## src/rtl/mc_ctrl_pkg.sv

```systemverilog
// mc_ctrl_pkg: shared encodings for the multicycle MIPS control unit.
//   - FSM state encoding (S_FETCH=0 .. S_JUMP=8)
//   - ALU operation codes, NPC select, GPR write-address select and
//     write-data select encodings shared with the single-cycle CPU
//   - opcode / funct values of the supported ISA subset
package mc_ctrl_pkg;

  typedef enum logic [3:0] {
    S_FETCH  = 4'd0,
    S_DECODE = 4'd1,
    S_EXE    = 4'd2,
    S_MEMADR = 4'd3,
    S_MEMRD  = 4'd4,
    S_MEMWR  = 4'd5,
    S_WB     = 4'd6,
    S_BRANCH = 4'd7,
    S_JUMP   = 4'd8
  } state_t;

  // ALU operations
  localparam logic [3:0] ALU_NOP  = 4'd0;
  localparam logic [3:0] ALU_ADD  = 4'd1;
  localparam logic [3:0] ALU_SUB  = 4'd2;
  localparam logic [3:0] ALU_AND  = 4'd3;
  localparam logic [3:0] ALU_OR   = 4'd4;
  localparam logic [3:0] ALU_NOR  = 4'd5;
  localparam logic [3:0] ALU_SLT  = 4'd6;
  localparam logic [3:0] ALU_SLTU = 4'd7;
  localparam logic [3:0] ALU_SLL  = 4'd8;
  localparam logic [3:0] ALU_SRL  = 4'd9;
  localparam logic [3:0] ALU_LUI  = 4'd10;

  // Next-PC source
  localparam logic [1:0] NPC_PLUS4  = 2'b00;
  localparam logic [1:0] NPC_BRANCH = 2'b01;
  localparam logic [1:0] NPC_JUMP   = 2'b10;
  localparam logic [1:0] NPC_JUMPR  = 2'b11;

  // Register-file write address source
  localparam logic [1:0] GPRSel_RD = 2'b00;
  localparam logic [1:0] GPRSel_RT = 2'b01;
  localparam logic [1:0] GPRSel_31 = 2'b10;

  // Register-file write data source
  localparam logic [1:0] WDSel_FromALU = 2'b00;
  localparam logic [1:0] WDSel_FromMEM = 2'b01;
  localparam logic [1:0] WDSel_FromPC  = 2'b10;

  // Opcodes
  localparam logic [5:0] OP_RTYPE = 6'h00;
  localparam logic [5:0] OP_J     = 6'h02;
  localparam logic [5:0] OP_JAL   = 6'h03;
  localparam logic [5:0] OP_BEQ   = 6'h04;
  localparam logic [5:0] OP_BNE   = 6'h05;
  localparam logic [5:0] OP_ADDI  = 6'h08;
  localparam logic [5:0] OP_SLTI  = 6'h0a;
  localparam logic [5:0] OP_ANDI  = 6'h0c;
  localparam logic [5:0] OP_ORI   = 6'h0d;
  localparam logic [5:0] OP_LUI   = 6'h0f;
  localparam logic [5:0] OP_LW    = 6'h23;
  localparam logic [5:0] OP_SW    = 6'h2b;

  // R-type funct codes
  localparam logic [5:0] FN_SLL  = 6'h00;
  localparam logic [5:0] FN_SRL  = 6'h02;
  localparam logic [5:0] FN_JR   = 6'h08;
  localparam logic [5:0] FN_JALR = 6'h09;
  localparam logic [5:0] FN_ADD  = 6'h20;
  localparam logic [5:0] FN_ADDU = 6'h21;
  localparam logic [5:0] FN_SUB  = 6'h22;
  localparam logic [5:0] FN_SUBU = 6'h23;
  localparam logic [5:0] FN_AND  = 6'h24;
  localparam logic [5:0] FN_OR   = 6'h25;
  localparam logic [5:0] FN_NOR  = 6'h27;
  localparam logic [5:0] FN_SLT  = 6'h2a;
  localparam logic [5:0] FN_SLTU = 6'h2b;

endpackage

```

## src/rtl/mc_decode.sv

```systemverilog
// mc_decode: combinational instruction decoder for mc_ctrl.
// Ports:
//   op, funct            in   instruction opcode and funct fields
//   cls_alu              out  R-type ALU op, shift or ALU immediate (EXE path)
//   is_rtype             out  opcode is SPECIAL (R-type format)
//   is_lw .. is_jalr     out  one-hot per memory / control-flow instruction
//   illegal              out  op/funct combination is not decoded
//   alu_op, ext_op,      out  per-instruction datapath controls, shared by
//   alu_a, alu_src            the EXE, MEMADR and BRANCH states
module mc_decode
  import mc_ctrl_pkg::*;
(
  input  logic [5:0] op,
  input  logic [5:0] funct,
  output logic       cls_alu,
  output logic       is_rtype,
  output logic       is_lw,
  output logic       is_sw,
  output logic       is_beq,
  output logic       is_bne,
  output logic       is_j,
  output logic       is_jal,
  output logic       is_jr,
  output logic       is_jalr,
  output logic       illegal,
  output logic [3:0] alu_op,
  output logic       ext_op,
  output logic       alu_a,
  output logic       alu_src
);

  // Opcode/funct decode into instruction class and ALU controls
  always_comb begin
    cls_alu  = 1'b0;
    is_rtype = 1'b0;
    is_lw    = 1'b0;
    is_sw    = 1'b0;
    is_beq   = 1'b0;
    is_bne   = 1'b0;
    is_j     = 1'b0;
    is_jal   = 1'b0;
    is_jr    = 1'b0;
    is_jalr  = 1'b0;
    illegal  = 1'b0;
    alu_op   = ALU_NOP;
    ext_op   = 1'b0;
    alu_a    = 1'b0;
    alu_src  = 1'b0;
    case (op)
      OP_RTYPE: begin
        is_rtype = 1'b1;
        case (funct)
          FN_ADD, FN_ADDU: begin cls_alu = 1'b1; alu_op = ALU_ADD;  end
          FN_SUB, FN_SUBU: begin cls_alu = 1'b1; alu_op = ALU_SUB;  end
          FN_AND:          begin cls_alu = 1'b1; alu_op = ALU_AND;  end
          FN_OR:           begin cls_alu = 1'b1; alu_op = ALU_OR;   end
          FN_NOR:          begin cls_alu = 1'b1; alu_op = ALU_NOR;  end
          FN_SLT:          begin cls_alu = 1'b1; alu_op = ALU_SLT;  end
          FN_SLTU:         begin cls_alu = 1'b1; alu_op = ALU_SLTU; end
          // Constant shifts take their amount from the shamt field
          FN_SLL: begin cls_alu = 1'b1; alu_op = ALU_SLL; alu_a = 1'b1; end
          FN_SRL: begin cls_alu = 1'b1; alu_op = ALU_SRL; alu_a = 1'b1; end
          FN_JR:           is_jr   = 1'b1;
          FN_JALR:         is_jalr = 1'b1;
          default:         illegal = 1'b1;
        endcase
      end
      OP_ADDI: begin cls_alu = 1'b1; alu_op = ALU_ADD; ext_op = 1'b1; alu_src = 1'b1; end
      OP_SLTI: begin cls_alu = 1'b1; alu_op = ALU_SLT; ext_op = 1'b1; alu_src = 1'b1; end
      OP_ANDI: begin cls_alu = 1'b1; alu_op = ALU_AND; alu_src = 1'b1; end
      OP_ORI:  begin cls_alu = 1'b1; alu_op = ALU_OR;  alu_src = 1'b1; end
      OP_LUI:  begin cls_alu = 1'b1; alu_op = ALU_LUI; alu_src = 1'b1; end
      // Loads and stores compute base + sign-extended offset
      OP_LW:   begin is_lw = 1'b1; alu_op = ALU_ADD; ext_op = 1'b1; alu_src = 1'b1; end
      OP_SW:   begin is_sw = 1'b1; alu_op = ALU_ADD; ext_op = 1'b1; alu_src = 1'b1; end
      // Branches compare rs and rt by subtraction
      OP_BEQ:  begin is_beq = 1'b1; alu_op = ALU_SUB; end
      OP_BNE:  begin is_bne = 1'b1; alu_op = ALU_SUB; end
      OP_J:    is_j   = 1'b1;
      OP_JAL:  is_jal = 1'b1;
      default: illegal = 1'b1;
    endcase
  end

endmodule

```

## src/rtl/mc_ctrl.sv

```systemverilog
// mc_ctrl: multicycle control unit for the MIPS multicycle CPU.
// Sequences FETCH / DECODE / EXE / MEMADR / MEMRD / MEMWR / WB / BRANCH /
// JUMP over a shared datapath, stalling on mem_ready in the memory states.
// Ports:
//   clk, rst             clock and synchronous active-high reset
//   Op, Funct            instruction fields from IR
//   Zero                 ALU zero flag (used in BRANCH)
//   mem_ready            memory completes the current access this cycle
//   PCWrite .. WDSel     datapath enables and mux selects
//   illegal              pulse when DECODE sees an undecoded instruction
//   retire               pulse on the last cycle of each legal instruction
//   state                current FSM state
//   instret              retired-instruction counter (wraps)
// All outputs are forced to zero while rst is high, so an in-flight memory
// strobe drops in the same cycle reset is asserted.
module mc_ctrl
  import mc_ctrl_pkg::*;
#(
  parameter int INSTRET_W = 32
) (
  input  logic                 clk,
  input  logic                 rst,
  input  logic [5:0]           Op,
  input  logic [5:0]           Funct,
  input  logic                 Zero,
  input  logic                 mem_ready,
  output logic                 PCWrite,
  output logic                 IRWrite,
  output logic                 MemRead,
  output logic                 MemWrite,
  output logic                 IorD,
  output logic                 RegWrite,
  output logic                 ALU_A,
  output logic                 ALUSrc,
  output logic                 EXTOp,
  output logic [3:0]           ALUOp,
  output logic [1:0]           NPCOp,
  output logic [1:0]           GPRSel,
  output logic [1:0]           WDSel,
  output logic                 illegal,
  output logic                 retire,
  output logic [3:0]           state,
  output logic [INSTRET_W-1:0] instret
);

  state_t                state_r;
  state_t                next_s;
  logic [INSTRET_W-1:0]  instret_r;

  logic       dec_alu_s, dec_rtype_s, dec_lw_s, dec_sw_s;
  logic       dec_beq_s, dec_bne_s, dec_j_s, dec_jal_s, dec_jr_s, dec_jalr_s;
  logic       dec_illegal_s;
  logic [3:0] dec_alu_op_s;
  logic       dec_ext_op_s, dec_alu_a_s, dec_alu_src_s;

  logic       pc_write_s, ir_write_s, mem_read_s, mem_write_s, iord_s;
  logic       reg_write_s, alu_a_s, alu_src_s, ext_op_s;
  logic [3:0] alu_op_s;
  logic [1:0] npc_op_s, gpr_sel_s, wd_sel_s;
  logic       illegal_s, retire_s;

  mc_decode u_decode (
    .op      (Op),
    .funct   (Funct),
    .cls_alu (dec_alu_s),
    .is_rtype(dec_rtype_s),
    .is_lw   (dec_lw_s),
    .is_sw   (dec_sw_s),
    .is_beq  (dec_beq_s),
    .is_bne  (dec_bne_s),
    .is_j    (dec_j_s),
    .is_jal  (dec_jal_s),
    .is_jr   (dec_jr_s),
    .is_jalr (dec_jalr_s),
    .illegal (dec_illegal_s),
    .alu_op  (dec_alu_op_s),
    .ext_op  (dec_ext_op_s),
    .alu_a   (dec_alu_a_s),
    .alu_src (dec_alu_src_s)
  );

  // State register and retired-instruction counter
  always_ff @(posedge clk) begin
    if (rst) begin
      state_r   <= S_FETCH;
      instret_r <= {INSTRET_W{1'b0}};
    end else begin
      state_r <= next_s;
      if (retire_s) begin
        instret_r <= instret_r + {{(INSTRET_W-1){1'b0}}, 1'b1};
      end else begin
        instret_r <= instret_r;
      end
    end
  end

  // Next-state and datapath control decode
  always_comb begin
    next_s      = state_r;
    pc_write_s  = 1'b0;
    ir_write_s  = 1'b0;
    mem_read_s  = 1'b0;
    mem_write_s = 1'b0;
    iord_s      = 1'b0;
    reg_write_s = 1'b0;
    alu_a_s     = 1'b0;
    alu_src_s   = 1'b0;
    ext_op_s    = 1'b0;
    alu_op_s    = ALU_NOP;
    npc_op_s    = NPC_PLUS4;
    gpr_sel_s   = GPRSel_RD;
    wd_sel_s    = WDSel_FromALU;
    illegal_s   = 1'b0;
    retire_s    = 1'b0;
    case (state_r)
      S_FETCH: begin
        mem_read_s = 1'b1;
        iord_s     = 1'b0;
        if (mem_ready) begin
          ir_write_s = 1'b1;
          pc_write_s = 1'b1;
          npc_op_s   = NPC_PLUS4;
          next_s     = S_DECODE;
        end else begin
          next_s = S_FETCH;
        end
      end
      S_DECODE: begin
        if (dec_lw_s || dec_sw_s) begin
          next_s = S_MEMADR;
        end else if (dec_alu_s) begin
          next_s = S_EXE;
        end else if (dec_beq_s || dec_bne_s) begin
          next_s = S_BRANCH;
        end else if (dec_j_s || dec_jal_s || dec_jr_s || dec_jalr_s) begin
          next_s = S_JUMP;
        end else begin
          // Undecoded instruction: drop it without retiring
          illegal_s = 1'b1;
          next_s    = S_FETCH;
        end
      end
      S_EXE: begin
        alu_op_s  = dec_alu_op_s;
        alu_a_s   = dec_alu_a_s;
        alu_src_s = dec_alu_src_s;
        ext_op_s  = dec_ext_op_s;
        next_s    = S_WB;
      end
      S_WB: begin
        reg_write_s = 1'b1;
        retire_s    = 1'b1;
        next_s      = S_FETCH;
        if (dec_lw_s) begin
          wd_sel_s = WDSel_FromMEM;
        end else begin
          wd_sel_s = WDSel_FromALU;
        end
        if (dec_rtype_s) begin
          gpr_sel_s = GPRSel_RD;
        end else begin
          gpr_sel_s = GPRSel_RT;
        end
        // Keep the ALU configured so an unregistered result stays valid
        if (dec_alu_s) begin
          alu_op_s  = dec_alu_op_s;
          alu_a_s   = dec_alu_a_s;
          alu_src_s = dec_alu_src_s;
          ext_op_s  = dec_ext_op_s;
        end else begin
          alu_op_s  = ALU_NOP;
        end
      end
      S_MEMADR: begin
        alu_op_s  = ALU_ADD;
        alu_src_s = 1'b1;
        ext_op_s  = 1'b1;
        if (dec_lw_s) begin
          next_s = S_MEMRD;
        end else begin
          next_s = S_MEMWR;
        end
      end
      S_MEMRD: begin
        mem_read_s = 1'b1;
        iord_s     = 1'b1;
        if (mem_ready) begin
          next_s = S_WB;
        end else begin
          next_s = S_MEMRD;
        end
      end
      S_MEMWR: begin
        mem_write_s = 1'b1;
        iord_s      = 1'b1;
        if (mem_ready) begin
          retire_s = 1'b1;
          next_s   = S_FETCH;
        end else begin
          next_s = S_MEMWR;
        end
      end
      S_BRANCH: begin
        alu_op_s   = ALU_SUB;
        npc_op_s   = NPC_BRANCH;
        pc_write_s = (dec_beq_s & Zero) | (dec_bne_s & ~Zero);
        retire_s   = 1'b1;
        next_s     = S_FETCH;
      end
      S_JUMP: begin
        pc_write_s = 1'b1;
        retire_s   = 1'b1;
        next_s     = S_FETCH;
        if (dec_jr_s || dec_jalr_s) begin
          npc_op_s = NPC_JUMPR;
        end else begin
          npc_op_s = NPC_JUMP;
        end
        // Link value is the PC, which already holds PC+4 from FETCH
        if (dec_jal_s) begin
          reg_write_s = 1'b1;
          gpr_sel_s   = GPRSel_31;
          wd_sel_s    = WDSel_FromPC;
        end else if (dec_jalr_s) begin
          reg_write_s = 1'b1;
          gpr_sel_s   = GPRSel_RD;
          wd_sel_s    = WDSel_FromPC;
        end else begin
          reg_write_s = 1'b0;
        end
      end
      default: begin
        next_s = S_FETCH;
      end
    endcase
  end

  // Output stage: everything reads zero while reset is held
  always_comb begin
    if (rst) begin
      PCWrite  = 1'b0;
      IRWrite  = 1'b0;
      MemRead  = 1'b0;
      MemWrite = 1'b0;
      IorD     = 1'b0;
      RegWrite = 1'b0;
      ALU_A    = 1'b0;
      ALUSrc   = 1'b0;
      EXTOp    = 1'b0;
      ALUOp    = 4'd0;
      NPCOp    = 2'b00;
      GPRSel   = 2'b00;
      WDSel    = 2'b00;
      illegal  = 1'b0;
      retire   = 1'b0;
      state    = 4'd0;
      instret  = {INSTRET_W{1'b0}};
    end else begin
      PCWrite  = pc_write_s;
      IRWrite  = ir_write_s;
      MemRead  = mem_read_s;
      MemWrite = mem_write_s;
      IorD     = iord_s;
      RegWrite = reg_write_s;
      ALU_A    = alu_a_s;
      ALUSrc   = alu_src_s;
      EXTOp    = ext_op_s;
      ALUOp    = alu_op_s;
      NPCOp    = npc_op_s;
      GPRSel   = gpr_sel_s;
      WDSel    = wd_sel_s;
      illegal  = illegal_s;
      retire   = retire_s;
      state    = state_r;
      instret  = instret_r;
    end
  end

endmodule

```

## config.mk

```make
export PLATFORM = sky130hd
export DESIGN_NAME = mc_ctrl
export DESIGN_NICKNAME = d
export VERILOG_FILES = /design/src/rtl/mc_ctrl_pkg.sv /design/src/rtl/mc_decode.sv /design/src/rtl/mc_ctrl.sv
export SDC_FILE = /design/constraint.sdc
export NUM_CORES = 1
export LEC_CHECK = 0
export CORE_ASPECT_RATIO = 0.5
export CORE_MARGIN = 1.5
export CORE_UTILIZATION = 30
export DETAILED_ROUTE_END_ITERATION = 7
export DONT_BUFFER_PORTS = 1
export GPL_ROUTABILITY_DRIVEN = 0
export SLEW_MARGIN = 20
export SYNTH_ARGS = -nofsm -noshare
export SYNTH_HDL_FRONTEND = slang
export SYNTH_SLANG_ARGS = --single-unit
```

## constraint.sdc

```tcl
create_clock -name clk -period 4.8 [get_ports clk]
set_input_delay 0.48 -clock clk [delete_from_list [all_inputs] [get_ports clk]]
set_output_delay 0.48 -clock clk [all_outputs]
set_load 0.01 [all_outputs]
```

==> metrics <==
status finished clean; synthesized flop and latch total 36; share of cells above drive strength 1 0.0581; Pre-antenna DRT Iters 4; Mapped Area 0.00265 mm2; PnR worst setup slack 1.73 ns; Max Root-Sink Buffers 2; register-to-register setup slack 2.31 ns; Tightest Hold Check Type input pin to register; largest net degree at the start of global routing 77; H-tree levels 2; core area 0.00829 mm2; Port-buffer cells 0; slowest stage cell, crit path dfxtp_1; Ports 73; Hold WS 0.279 ns; final worst clock skew 0.00621 ns; Die Area 0.00945 mm2; leak pwr 1.05 nW; Total Wirelength 6930 um; GRT overflow 0; Startpoint Class register; Setup Fix Bufs, Post-CTS 0; nets@finish 360; Root Driver clkbuf_16; multi-input logic area 0.00181 mm2; asr flop ratio synth 0; crit-path cells or3b_2 -> nor4b_1 -> o2bb2ai_1 -> nand2_1 -> a211oi_1; Worst Path Required 4.32 ns; dpl cell area 0.00270 mm2; CTS Sinks 36; post-CTS sizing 0; Tot Pwr 671 uW; crit-path max FO 18; setup_tns 0 ns; ranking of synthesized cells by area dfxtp_1 (27%), nor2b_1 (8.7%), nor2_1 (6.7%); Top Family by Delay on Critical Path simple AND/OR/NAND/NOR gates; RSZ-0062 raised after global routing false; sequential area share after synthesis 0.272; Power Density 236 mW/mm2; total global-route track usage 0.148; antenna-violating nets left 0; post-DP HPWL 5060 um; MaxCap Viol Count 0; post-synthesis cell type count 54; Mapped Avg Cell Area 7.39 um2; Num CTS Buffers 5; CP endpoint kind primary output; Reg area 721 um2; post-route minimum period 3.07 ns; final period utilization 0.639; Post-CTS Hold Buffers 0; cell taking the most area after synthesis dfxtp_1; DP Worst Slack 2.06 ns; CTS tree done; vias in the first global route 2217; Mapped Cells 359; chip height 69.5 um; Clk Latency, worst-skew pair 0.27 ns; CP Class register to primary output; initial antenna violation count 0; Yosys top cell area share 0.272; number of synthesized flops with an enable pin 0; Detailed Route Iter0 Violations 231; FMAX 0.326 GHz; Cell Rows 23; die width 136 um; Hold Fails Final Rpt 0; fill cell count 897; WP buf/inv 0; ANT cells 0; synth warn 0; Layout area overhead 7.26%; final instance area 0.00285 mm2; worst vdd ir 125 uV; vias 2513; actual slew at the worst max-slew pin 0.726 ns; fin. max-slew vios 0; CP peak stage delay 0.64 ns; WL per Instance 15.2 um; crit path DAT 2.59 ns; Starting Density 0.320; first-pass GRT wire length 11500 um; Post-Syn Nets 376; endpoints failing setup 0; Main synth FF type dfxtp_1; # DRC 0; vias per cell 5.51; Reg clk slew, reported paths 0.06 ns; Relative slew margins 0.512
## worst reg2reg max path: stages (launching register included)
cell	delay, ns
dfxtp_1	0.54
nor4bb_1	0.43
a22o_1	0.62
nand4_4	0.25
or4_1	0.51
nand2_1	0.08
## through the flow
step | std cells | utilization
6_report | 456 | 0.343
2_1_floorplan | 359 | -
4_1_cts | 456 | 0.343
5_1_grt | 456 | 0.343
3_3_place_gp | 448 | 0.326
3_5_place_dp | 448 | 0.326
## cell type report
cell class              count  area share
flip-flops and latches     36       0.253
well taps                 112      0.0493
clock inverters             1     0.00308
inverters                  10      0.0132
clock buffers               7      0.0466
multi-input cells         290       0.635
## flip-flops by register name, indices dropped and copies added (netlist names)
signal and flops:
instret_r 32, state_r 4
## path summary, 6_finish.rpt
kind	end	depth (start not counted)	startpoint
max	ALUOp[3]	5	state_r[1]
min reg2reg	instret_r[31]	2	instret_r[31]
max reg2reg	instret_r[25]	5	state_r[3]
min	instret_r[3]	1	rst
## Yosys cell counts, types with 7 or more instances
cell type and instances:
nor2_1 47, nor2b_1 37, dfxtp_1 36, nand2_1 24, clkbuf_1 20, nand3_1 18
nand4_1 16, o21ai_0 14, xor2_1 14, a21oi_1 11, and3_1 10, inv_1 10
nor3_1 10, xnor2_1 7
## power breakdown
group          internal [mW]  switching [mW]
logic                 0.0209          0.0289
registers              0.301         0.00765
clock network          0.194           0.119
total                  0.515           0.156
## placed cells by master (no fill, tap or decap), types with 3 or more instances in the layout
cell / count
nor2_1: 47
nor2b_1: 37
dfxtp_1: 36
nand2_1: 24
nand3_1: 18
nand4_1: 16
o21ai_0: 14
xor2_1: 14
a21oi_1: 11
inv_1: 10
and3_1: 10
nor3_1: 10
xnor2_1: 7
nand2b_1: 5
a211oi_1: 5
a21o_1: 5
nor4_1: 5
or3_1: 5
mux2_2: 5
clkbuf_16: 5
or4_1: 4
and4_1: 4
nand3b_1: 3
a31oi_1: 3
a41o_1: 3
## layer usage
layer | GRT usage | wire length (um)
met3 | 0.0314 | 387
met2 | 0.227 | 2940
met5 | 0 | 0
met1 | 0.210 | 3510
met4 | 0.0355 | 85
## cells by family (layout without fill, tap and decap cells)
family | Yosys count | after routing | share of synthesized area
buf+inv | 33 | 18 | 0.0476
flops | 36 | 36 | 0.272
simple gates | 204 | 204 | 0.434
mux | 7 | 7 | 0.0288
fa+ha+maj | 1 | 1 | 0.00472
compound gates | 57 | 57 | 0.144
xor+xnor | 21 | 21 | 0.0693
(Power assumes the default switching activity.)
